===== src/rtl/serial_addsub_ctrl_pkg.sv =====
// ============================================================================
// Module      : serial_addsub_pkg
// Description : Shared state encoding and operation codes for the bit-serial
//               add/subtract sequencer.
// Revision    : 1.0 - initial release
// ============================================================================
`default_nettype none

package serial_addsub_pkg;

  typedef enum logic [1:0] {
    IDLE = 2'd0,
    RUN  = 2'd1,
    DONE = 2'd2
  } state_t;

  localparam logic OP_ADD = 1'b0;
  localparam logic OP_SUB = 1'b1;

endpackage

`default_nettype wire


===== src/rtl/serial_addsub_ctrl_if.sv =====
// ============================================================================
// Module      : serial_addsub_ctrl_if
// Description : Start/done request bus between a requester and the serial
//               add/subtract sequencer.
// Revision    : 1.0 - initial release
// ============================================================================
`default_nettype none

interface serial_addsub_ctrl_if #(
  parameter int WIDTH = 8
);

  logic             start;
  logic             op;
  logic [WIDTH-1:0] opa;
  logic [WIDTH-1:0] opb;
  logic             busy;
  logic             done;
  logic [WIDTH-1:0] result;
  logic             cout;
  logic             ovf;

  modport master (
    output start, op, opa, opb,
    input  busy, done, result, cout, ovf
  );

  modport slave (
    input  start, op, opa, opb,
    output busy, done, result, cout, ovf
  );

endinterface

`default_nettype wire


===== src/rtl/serial_addsub_ctrl_bit_cell.sv =====
// ============================================================================
// Module      : addsub_bit_cell
// Description : Single-bit full adder/subtractor built from two half
//               add/sub stages whose carries/borrows are ORed.
// Revision    : 1.0 - initial release
// ============================================================================
`default_nettype none

module addsub_bit_cell
  import serial_addsub_pkg::*;
(
  input  logic a,
  input  logic b,
  input  logic cin,
  input  logic op,
  output logic r,
  output logic cout
);

  logic w_sub;
  logic w_s1;
  logic w_c1;
  logic w_c2;

  // A half stage generates x&y for add and ~x&y for sub, hence x^op.
  assign w_sub = (op == OP_SUB);
  assign w_s1  = a ^ b;
  assign w_c1  = (a ^ w_sub) & b;
  assign r     = w_s1 ^ cin;
  assign w_c2  = (w_s1 ^ w_sub) & cin;
  assign cout  = w_c1 | w_c2;

endmodule

`default_nettype wire


===== src/rtl/serial_addsub_ctrl.sv =====
// ============================================================================
// Module      : serial_addsub_ctrl
// Description : Bit-serial WIDTH-bit adder/subtractor; one bit per clock,
//               LSB first, behind a start/done handshake.
// Revision    : 1.0 - initial release
// ============================================================================
`default_nettype none

module serial_addsub_ctrl
  import serial_addsub_pkg::*;
#(
  parameter int WIDTH = 8
) (
  input  logic                 clk,
  input  logic                 rst,
  serial_addsub_ctrl_if.slave  bus
);

  localparam int CNT_W = $clog2(WIDTH + 1);
  localparam logic [CNT_W-1:0] C_LAST_BIT = CNT_W'(WIDTH - 1);

  state_t             r_state;
  logic [WIDTH-1:0]   r_a;
  logic [WIDTH-1:0]   r_b;
  logic [WIDTH-1:0]   r_res;
  logic [CNT_W-1:0]   r_cnt;
  logic               r_op;
  logic               r_carry;
  logic               r_busy;
  logic               r_done;
  logic               r_cout;
  logic               r_ovf;

  logic               w_bit;
  logic               w_carry;
  logic               w_ovf;
  logic [WIDTH-1:0]   w_res_next;

  addsub_bit_cell u_cell (
    .a    (r_a[0]),
    .b    (r_b[0]),
    .cin  (r_carry),
    .op   (r_op),
    .r    (w_bit),
    .cout (w_carry)
  );

  // Result bits enter at the MSB so the value is LSB-aligned after WIDTH shifts.
  generate
    if (WIDTH == 1) begin : g_res_single
      assign w_res_next = w_bit;
    end else begin : g_res_multi
      assign w_res_next = {w_bit, r_res[WIDTH-1:1]};
    end
  endgenerate

  // On the last bit r_a[0]/r_b[0] are the operand MSBs and w_bit is the result MSB.
  assign w_ovf = (r_op == OP_ADD) ? (~(r_a[0] ^ r_b[0]) & (w_bit ^ r_a[0]))
                                  : ( (r_a[0] ^ r_b[0]) & (w_bit ^ r_a[0]));

  always_ff @(posedge clk or posedge rst) begin
    if (rst) begin
      r_state <= IDLE;
      r_a     <= '0;
      r_b     <= '0;
      r_res   <= '0;
      r_cnt   <= '0;
      r_op    <= 1'b0;
      r_carry <= 1'b0;
      r_busy  <= 1'b0;
      r_done  <= 1'b0;
      r_cout  <= 1'b0;
      r_ovf   <= 1'b0;
    end else begin
      case (r_state)
        IDLE: begin
          if (bus.start) begin
            r_state <= RUN;
            r_busy  <= 1'b1;
            r_a     <= bus.opa;
            r_b     <= bus.opb;
            r_op    <= bus.op;
            r_carry <= 1'b0;
            r_cnt   <= '0;
            r_res   <= '0;
            r_cout  <= 1'b0;
            r_ovf   <= 1'b0;
          end
        end
        RUN: begin
          r_a     <= r_a >> 1;
          r_b     <= r_b >> 1;
          r_res   <= w_res_next;
          r_carry <= w_carry;
          r_cnt   <= r_cnt + CNT_W'(1);
          if (r_cnt == C_LAST_BIT) begin
            r_state <= DONE;
            r_done  <= 1'b1;
            r_cout  <= w_carry;
            r_ovf   <= w_ovf;
          end
        end
        DONE: begin
          r_state <= IDLE;
          r_done  <= 1'b0;
          r_busy  <= 1'b0;
        end
        default: begin
          r_state <= IDLE;
          r_done  <= 1'b0;
          r_busy  <= 1'b0;
        end
      endcase
    end
  end

  assign bus.busy   = r_busy;
  assign bus.done   = r_done;
  assign bus.result = r_res;
  assign bus.cout   = r_cout;
  assign bus.ovf    = r_ovf;

endmodule

`default_nettype wire


===== src/flat_wrapper.sv =====
// flat-port wrapper written by rule: the top's interface ports become plain ports
module serial_addsub_ctrl_flat import serial_addsub_pkg::*;
#(
  parameter int WIDTH = 8
)
  (clk, rst, bus_start, bus_op, bus_opa, bus_opb, bus_busy, bus_done, bus_result, bus_cout, bus_ovf);
  serial_addsub_ctrl_if #(.WIDTH(WIDTH)) bus_i ();
  input  logic clk;
  input  logic rst;
  input wire logic [$bits(bus_i.start)-1:0] bus_start;
  input wire logic [$bits(bus_i.op)-1:0] bus_op;
  input wire logic [$bits(bus_i.opa)-1:0] bus_opa;
  input wire logic [$bits(bus_i.opb)-1:0] bus_opb;
  output wire logic [$bits(bus_i.busy)-1:0] bus_busy;
  output wire logic [$bits(bus_i.done)-1:0] bus_done;
  output wire logic [$bits(bus_i.result)-1:0] bus_result;
  output wire logic [$bits(bus_i.cout)-1:0] bus_cout;
  output wire logic [$bits(bus_i.ovf)-1:0] bus_ovf;
  assign bus_i.start = bus_start;
  assign bus_i.op = bus_op;
  assign bus_i.opa = bus_opa;
  assign bus_i.opb = bus_opb;
  assign bus_busy = bus_i.busy;
  assign bus_done = bus_i.done;
  assign bus_result = bus_i.result;
  assign bus_cout = bus_i.cout;
  assign bus_ovf = bus_i.ovf;
  serial_addsub_ctrl #(.WIDTH(WIDTH)) u_core (.clk(clk), .rst(rst), .bus(bus_i));
endmodule

===== config.mk =====
export PLATFORM = sky130hd
export DESIGN_NAME = serial_addsub_ctrl_flat
export DESIGN_NICKNAME = d
export VERILOG_FILES = /design/src/rtl/serial_addsub_ctrl_pkg.sv /design/src/rtl/serial_addsub_ctrl_if.sv /design/src/rtl/serial_addsub_ctrl_bit_cell.sv /design/src/rtl/serial_addsub_ctrl.sv /design/src/flat_wrapper.sv
export SDC_FILE = /design/constraint.sdc
export NUM_CORES = 1
export LEC_CHECK = 0
export ABC_AREA = 0
export CAP_MARGIN = 10
export CORE_MARGIN = 1
export CORE_UTILIZATION = 46
export CTS_CLUSTER_DIAMETER = 40
export DETAILED_ROUTE_END_ITERATION = 8
export HOLD_SLACK_MARGIN = 0.03
export MAX_ROUTING_LAYER = met4
export PLACE_DENSITY = 0.75
export SYNTH_ARGS = -nofsm -noshare
export SYNTH_HDL_FRONTEND = slang
export SYNTH_SLANG_ARGS = --single-unit
export TNS_END_PERCENT = 5

===== constraint.sdc =====
create_clock -name clk -period 1.3 [get_ports clk]
set_input_delay 0.26 -clock clk [delete_from_list [all_inputs] [get_ports clk]]
set_output_delay 0.26 -clock clk [all_outputs]
set_load 0.01 [all_outputs]

==> results by group, run 1 <==
Status
  – Status: finished with violations
  – Violated checks: setup timing

Setup path
  – CP startpoint kind: flip-flop
  – Worst Path Buf+Inv: 0
  – Crit path depth: 4
  – Setup crit end kind: flip-flop
  – Largest delay share family, worst path: flip-flops
  – CP Data Required Time: 1530 ps
  – CP max stage delay: 390 ps
  – CP Max Fanout: 3
  – Crit-path slowest cell: dfrtp_1
  – Crit path DAT: 1560 ps
  – Crit Path Category: reg -> reg
  – Crit path cell chain: ha_2 -> and3b_2 -> mux2i_1 -> o32a_1
  – Worst reg2reg path depth: 4

Yosys
  – Mapped Area: 1670 sq um
  – Async SR Flop Fraction: 1.00
  – Synth Register Bits: 36
  – Most used DFF post-synth: dfrtp_1
  – Yosys warns: 0
  – Cell variety after synth: 32
  – Leading area contributor after synthesis: dfrtp_1
  – Syn Nets: 181
  – Synthesized area per cell: 10.4 sq um
  – Number of synthesized flops with an enable pin: 0
  – Yosys top cell area share: 0.540
  – Seq/Total Area, Yosys: 0.540
  – List of most frequent post-synthesis cells: dfrtp_1, o21ai_1, nor2b_1
  – Most numerous cell in the Yosys netlist: dfrtp_1
  – Top cells by area, synth: dfrtp_1, o21ai_1, nor2b_1, a22oi_1, a22o_1
  – Post-Syn Instances: 160

STA
  – Fmax: 0.752 GHz
  – Final Hold Fails: 0
  – Final worst slack: -29.3 ps
  – Final Skew: 10.1 ps
  – Min Hold Slack: 263 ps
  – Ratio of final minimum period to clock period: 1.02
  – RSZ-0062 raised after global routing: yes
  – Slew Limit Fails: 0
  – Final setup TNS: -29.3 ps
  – Setup violators final: 1
  – Worst Tran Pin Value: 299 ps
  – Rel. slew slack: 0.800
  – Clock period minus worst slack: 1330 ps

Placement
  – DP HPWL: 2.59 mm
  – Gp weighted congestion: 0.856
  – Placed Instances: 244
  – Post-Place Worst Slack: -210 ps
  – IO buf count: 31

Global route
  – Vias in the first global route: 1384
  – Initial antenna violation count: 0
  – First-pass GRT wire length: 6.33 mm
  – GRT Total Usage: 0.217
  – Grt ovf: 0
  – Largest net degree at the start of global routing: 37

Detailed routing
  – Wire per inst: 14.5 microns
  – Residual DRC: 0
  – ANT nets after route: 0
  – Vias: 1383
  – Final wirelength: 3.69 mm
  – Iter 0 DRT Violations: 53
  – Vias/cell: 5.42
  – First-pass DRT Iterations: 4

CTS
  – CTS H-tree depth: 2
  – Cell chosen for the clock root: clkbuf_4
  – CTS tree: done
  – Clk buf depth: 2
  – CTS buffer count: 5
  – Clock sink count: 36
  – Reg clk slew, reported paths: 110 ps
  – Cts hold-fix bufs: 0
  – Worst-Skew Late Latency: 350 ps

Layout
  – Synth-to-layout area growth: 35.5%
  – Nets: 229
  – Fraction of layout cells with a size suffix above 1: 0.196
  – Finished Layout Cells: 255
  – Ant diodes: 0

Floorplan
  – IO Pins: 32
  – Core ar.: 3420 sq um
  – Initial Util: 0.489
  – Total Die Area: 3870 sq um
  – Die Span Y: 62.2 microns
  – Die width: 62.2 microns
  – Std-Cell Rows: 21

Run
  – Max cap viols: 0

Pwr
  – Total chip power: 0.00465 W
  – Leakage: 1.02 nW
  – PD cells: 2050 nW/um^2
  – VDD IR max: 916 uV

Worst hold path
  – Worst hold path type: in -> async
==> power breakdown <==
part / switching (W) / internal [W] / total, W
Clock: 0.000369 / 0.000257 / 0.000626
Sequential: 0.000368 / 0.00156 / 0.00193
Combinational: 0.000978 / 0.00112 / 0.00210
==> cell families after synthesis <==
family	count (synthesis)	share of synthesized area
flip-flops	36	0.540
AND/OR/NAND/NOR	36	0.125
buffers and inverters	15	0.0412
adder cells (fa/ha/maj)	1	0.00750
AO/OA/AOI/OAI	68	0.260
XOR/XNOR	3	0.0202
multiplexers	1	0.00600
==> final timing paths <==
path                            startpoint               to  slack (ps)
setup / recovery           u_core.r_cnt[1]  u_core.bus.cout         -30
hold / removal                         rst  u_core.r_cnt[3]         260
setup reg to reg           u_core.r_cnt[1]  u_core.bus.cout         -30
hold reg to reg            u_core.r_cnt[3]  u_core.r_cnt[3]         500
max in group asynchronous              rst  u_core.bus.done         850
min in group clk                    bus_op      u_core.r_op         460
==> cell usage in the layout (no fill, tap or decap), types with 2 or more instances in the layout <==
cell type | Yosys | layout
buf_12 | 0 | 3
nand3_1 | 2 | 2
a22o_1 | 10 | 10
a22oi_1 | 14 | 14
nor2b_1 | 17 | 15
a21oi_1 | 16 | 16
clkdlybuf4s50_1 | 0 | 19
clkbuf_4 | 0 | 5
dfrtp_1 | 36 | 36
inv_1 | 4 | 4
o21ai_1 | 22 | 22
nor2b_2 | 0 | 2
clkdlybuf4s15_1 | 0 | 12
buf_4 | 1 | 17
clkinv_2 | 0 | 2
nand2_1 | 8 | 7
==> metrics by stage <==
stage	area (sq um)	utilization
3_3_place_gp	2160	0.631
4_1_cts	2230	0.654
5_1_grt	2260	0.662
3_5_place_dp	2160	0.631
6_report	2260	0.662
2_1_floorplan	1670	-
==> layer usage <==
layer | routed length, microns | GRT usage | part of all wire
met5 | 0 | - | 0
met1 | 1680 | 0.265 | 0.46
met2 | 1820 | 0.348 | 0.49
met4 | 51 | 0.0814 | 0.014
met3 | 143 | 0.0570 | 0.039
==> state kept, by name (all words and copies together), names as in the netlist <==
signal	count
u_core.r_carry	1
u_core.bus.cout	1
u_core.bus.ovf	1
u_core.r_state	2
u_core.bus.result	8
u_core.bus.done	1
u_core.r_op	1
u_core.r_cnt	4
u_core.r_b	8
u_core.r_a	8
u_core.bus.busy	1
==> final cells by class <==
class	instances	area, sq um
clock inverter	2	10.0
inverter	4	15.0
multi-input combinational	109	718
sequential	36	901
clock buffer	6	51.3
fill	288	1150
tap	46	57.6
timing repair buffer	52	509
==> tightest hold or removal path, delay by kind of cell <==
family   cells  cell delay, ps
buf+inv      3             720
==> repair_timing <==
item,CTS,global route
setup endpoints to repair,13,27
buffers inserted,2,1
resized for setup,24,8
pin swaps,0,3
(Power assumes the default switching activity.)
==> run 2, diff against run 1 <==
CORE_UTILIZATION = 55   (was 46)
PLACE_DENSITY = 0.84   (was 0.75)
SETUP_SLACK_MARGIN = 0.15   (was unset)
TNS_END_PERCENT = 30   (was 5)
clock period = 1.65 ns   (was 1.3 ns; I/O delays follow)
==> run 2 against run 1 <==
Against the previous run:
- the flow finishes with violations (DRC)
- cell count is 10% lower
- die area is 16% lower
- register-to-register slack better by 250 ps
- critical endpoint is now bus_result[5]
- via count hardly changed
- clock skew is 6.7 ps higher
- highest routed layer unchanged
- largest cell class unchanged
==> results by group, run 2 (same netlist as run 1, synthesis figures left out) <==
Worst hold path
  – Worst hold path type: in -> async

Layout
  – Ant diodes: 0 (unchanged)
  – Fraction of layout cells with a size suffix above 1: 0.121 (-0.0750)
  – Final core occ: 0.750 (+0.0880)
  – Synth-to-layout area growth: 26.1%
  – Commonest non-fill, non-tap cell in the layout: dfrtp_1
  – Most frequent cells in the layout: dfrtp_1, clkdlybuf4s50_1, o21ai_1
  – Post-route cell area: 2100 sq um (-7.0%)
  – Nets: 218 (-4.8%)

STA
  – Final Skew: 16.8 ps (+6.71 ps)
  – Min Hold Slack: 365 ps (+102 ps)
  – Clock period minus worst slack: 1600 ps
  – Setup violators final: 0 (-1)
  – Slew Limit Fails: 0 (unchanged)
  – Fmax: 0.625 GHz
  – Final worst slack: 49.3 ps (+78.6 ps)
  – Final setup TNS: 0 ps (+29.3 ps)
  – Ratio of final minimum period to clock period: 0.970
  – RSZ-0062 raised after global routing: yes
  – Rel. slew slack: 0.598 (-0.203)
  – Worst Tran Pin Value: 603 ps (+304 ps)
  – Final Hold Fails: 0 (unchanged)

Placement
  – Post-Place Worst Slack: 18.7 ps (+229 ps)
  – Gp weighted congestion: 0.797 (-6.8%)
  – Placed Area: 2030 sq um (-5.7%)
  – DP HPWL: 2.60 mm (+0.25%)
  – IO buf count: 31 (unchanged)

Floorplan
  – Initial Util: 0.595 (+0.106)
  – IO Pins: 32 (unchanged)
  – Die Span Y: 57.1 microns (-8.3%)
  – Core ar.: 2810 sq um (-18%)
  – Total Die Area: 3260 sq um (-16%)
  – Std-Cell Rows: 19 (-9.5%)
  – Die width: 57.1 microns (-8.3%)

Setup path
  – Crit Path Category: reg -> out
  – Largest delay share family, worst path: buffers and inverters
  – CP Data Required Time: 1320 ps (-210 ps)
  – Crit path DAT: 1270 ps (-290 ps)
  – CP startpoint kind: flip-flop
  – CP max stage delay: 550 ps (+160 ps)
  – Worst Path Buf+Inv: 1 (+1)
  – CP Max Fanout: 3 (unchanged)
  – Crit-path slowest cell: clkdlybuf4s50_1
  – Crit path cell chain: clkdlybuf4s50_1
  – Setup crit end kind: output port

Detailed routing
  – First-pass DRT Iterations: 6 (+2)
  – Final wirelength: 3.71 mm (+0.57%)
  – Vias/cell: 6.04 (+11%)
  – ANT nets after route: 0 (unchanged)
  – Wire per inst: 16.2 microns (+12%)
  – Vias: 1384 (+0.072%)
  – Residual DRC: 4 (+4)
  – Iter 0 DRT Violations: 60 (+13%)

CTS
  – Worst-Skew Late Latency: 340 ps (about the same)
  – Clock sink count: 36 (unchanged)
  – CTS buffer count: 5 (unchanged)
  – Cell chosen for the clock root: clkbuf_4
  – Clk buf depth: 2 (unchanged)
  – CTS H-tree depth: 2 (unchanged)
  – CTS tree: done
  – Reg clk slew, reported paths: 120 ps (about the same)

Global route
  – Grt ovf: 0 (unchanged)
  – Vias in the first global route: 1347 (-2.7%)
  – Initial antenna violation count: 0 (unchanged)
  – Largest net degree at the start of global routing: 37 (unchanged)
  – GRT Total Usage: 0.254 (+0.0367)
  – First-pass GRT wire length: 6.11 mm (-3.4%)

Pwr
  – PD cells: 1650 nW/um^2 (-20%)
  – VDD IR max: 920 uV (+0.37%)
  – Leakage: 0.993 nW (-3.1%)

Run
  – Max cap viols: 0 (unchanged)

Status
  – Violated checks: DRC
  – Status: finished with violations
## run 2: cell types whose count changed in the layout (fill, tap and decap cells not counted), sizes merged
| cell | delta |
|---|---|
| clkdlybuf4s50 | +6 |
| buf | -11 |
| dlymetal6s2s | +3 |
| dlygate4sd2 | +3 |
| clkdlybuf4s15 | -12 |
## run 2: worst paths after layout
check,startpoint,slack [ps],depth (start not counted),end
worst min-delay path,rst,360,3,u_core.bus.result[0]
max in group asynchronous,rst,960,3,u_core.bus.result[7]
worst min register to register,u_core.r_cnt[3],500,1,u_core.r_cnt[3]
min in group clk,u_core.r_cnt[3],500,1,u_core.r_cnt[3]
worst max-delay path,u_core.bus.result[5],50,1,bus_result[5]
worst max register to register,u_core.r_cnt[0],220,5,u_core.bus.cout
## run 2: worst min-delay path: cells and delay by family
family	cells	cell delay, ps
buf+inv	3	820
## run 2: cell type report
class | count | area (sq um)
inverters | 4 | 15.0
fillers | 212 | 701
flip-flops and latches | 36 | 901
repair buffers | 41 | 389
well taps | 31 | 38.8
multi-input cells | 109 | 699
clock inverters | 2 | 10.0
clock buffers | 6 | 51.3
## run 2: power breakdown
group | switching [W] | internal, W | total [W]
registers | 0.000317 | 0.00123 | 0.00154
logic | 0.000711 | 0.000716 | 0.00143
clock network | 0.000292 | 0.000203 | 0.000495
## run 2: what timing repair did
item | in CTS | in global routing
buffers inserted | 0 | 1
gates resized for setup | 3 | 3
endpoints found under the setup margin | 12 | 10
hold buffers | 0 | 0
## run 2: metrics by stage
stage,instances,total power [W]
2_1_floorplan,160,0.00242
3_3_place_gp,220,0.00288
3_5_place_dp,220,0.00300
4_1_cts,228,0.00346
5_1_grt,229,0.00369
6_report,229,0.00347
## run 2: per-layer routing
layer	share of wire	global-route usage	vias to the layer above
met4	0.012	0.0871	0
met2	0.53	0.425	37
li1	-	-	646
met1	0.42	0.309	694
met5	0	-	-
met3	0.036	0.0499	7
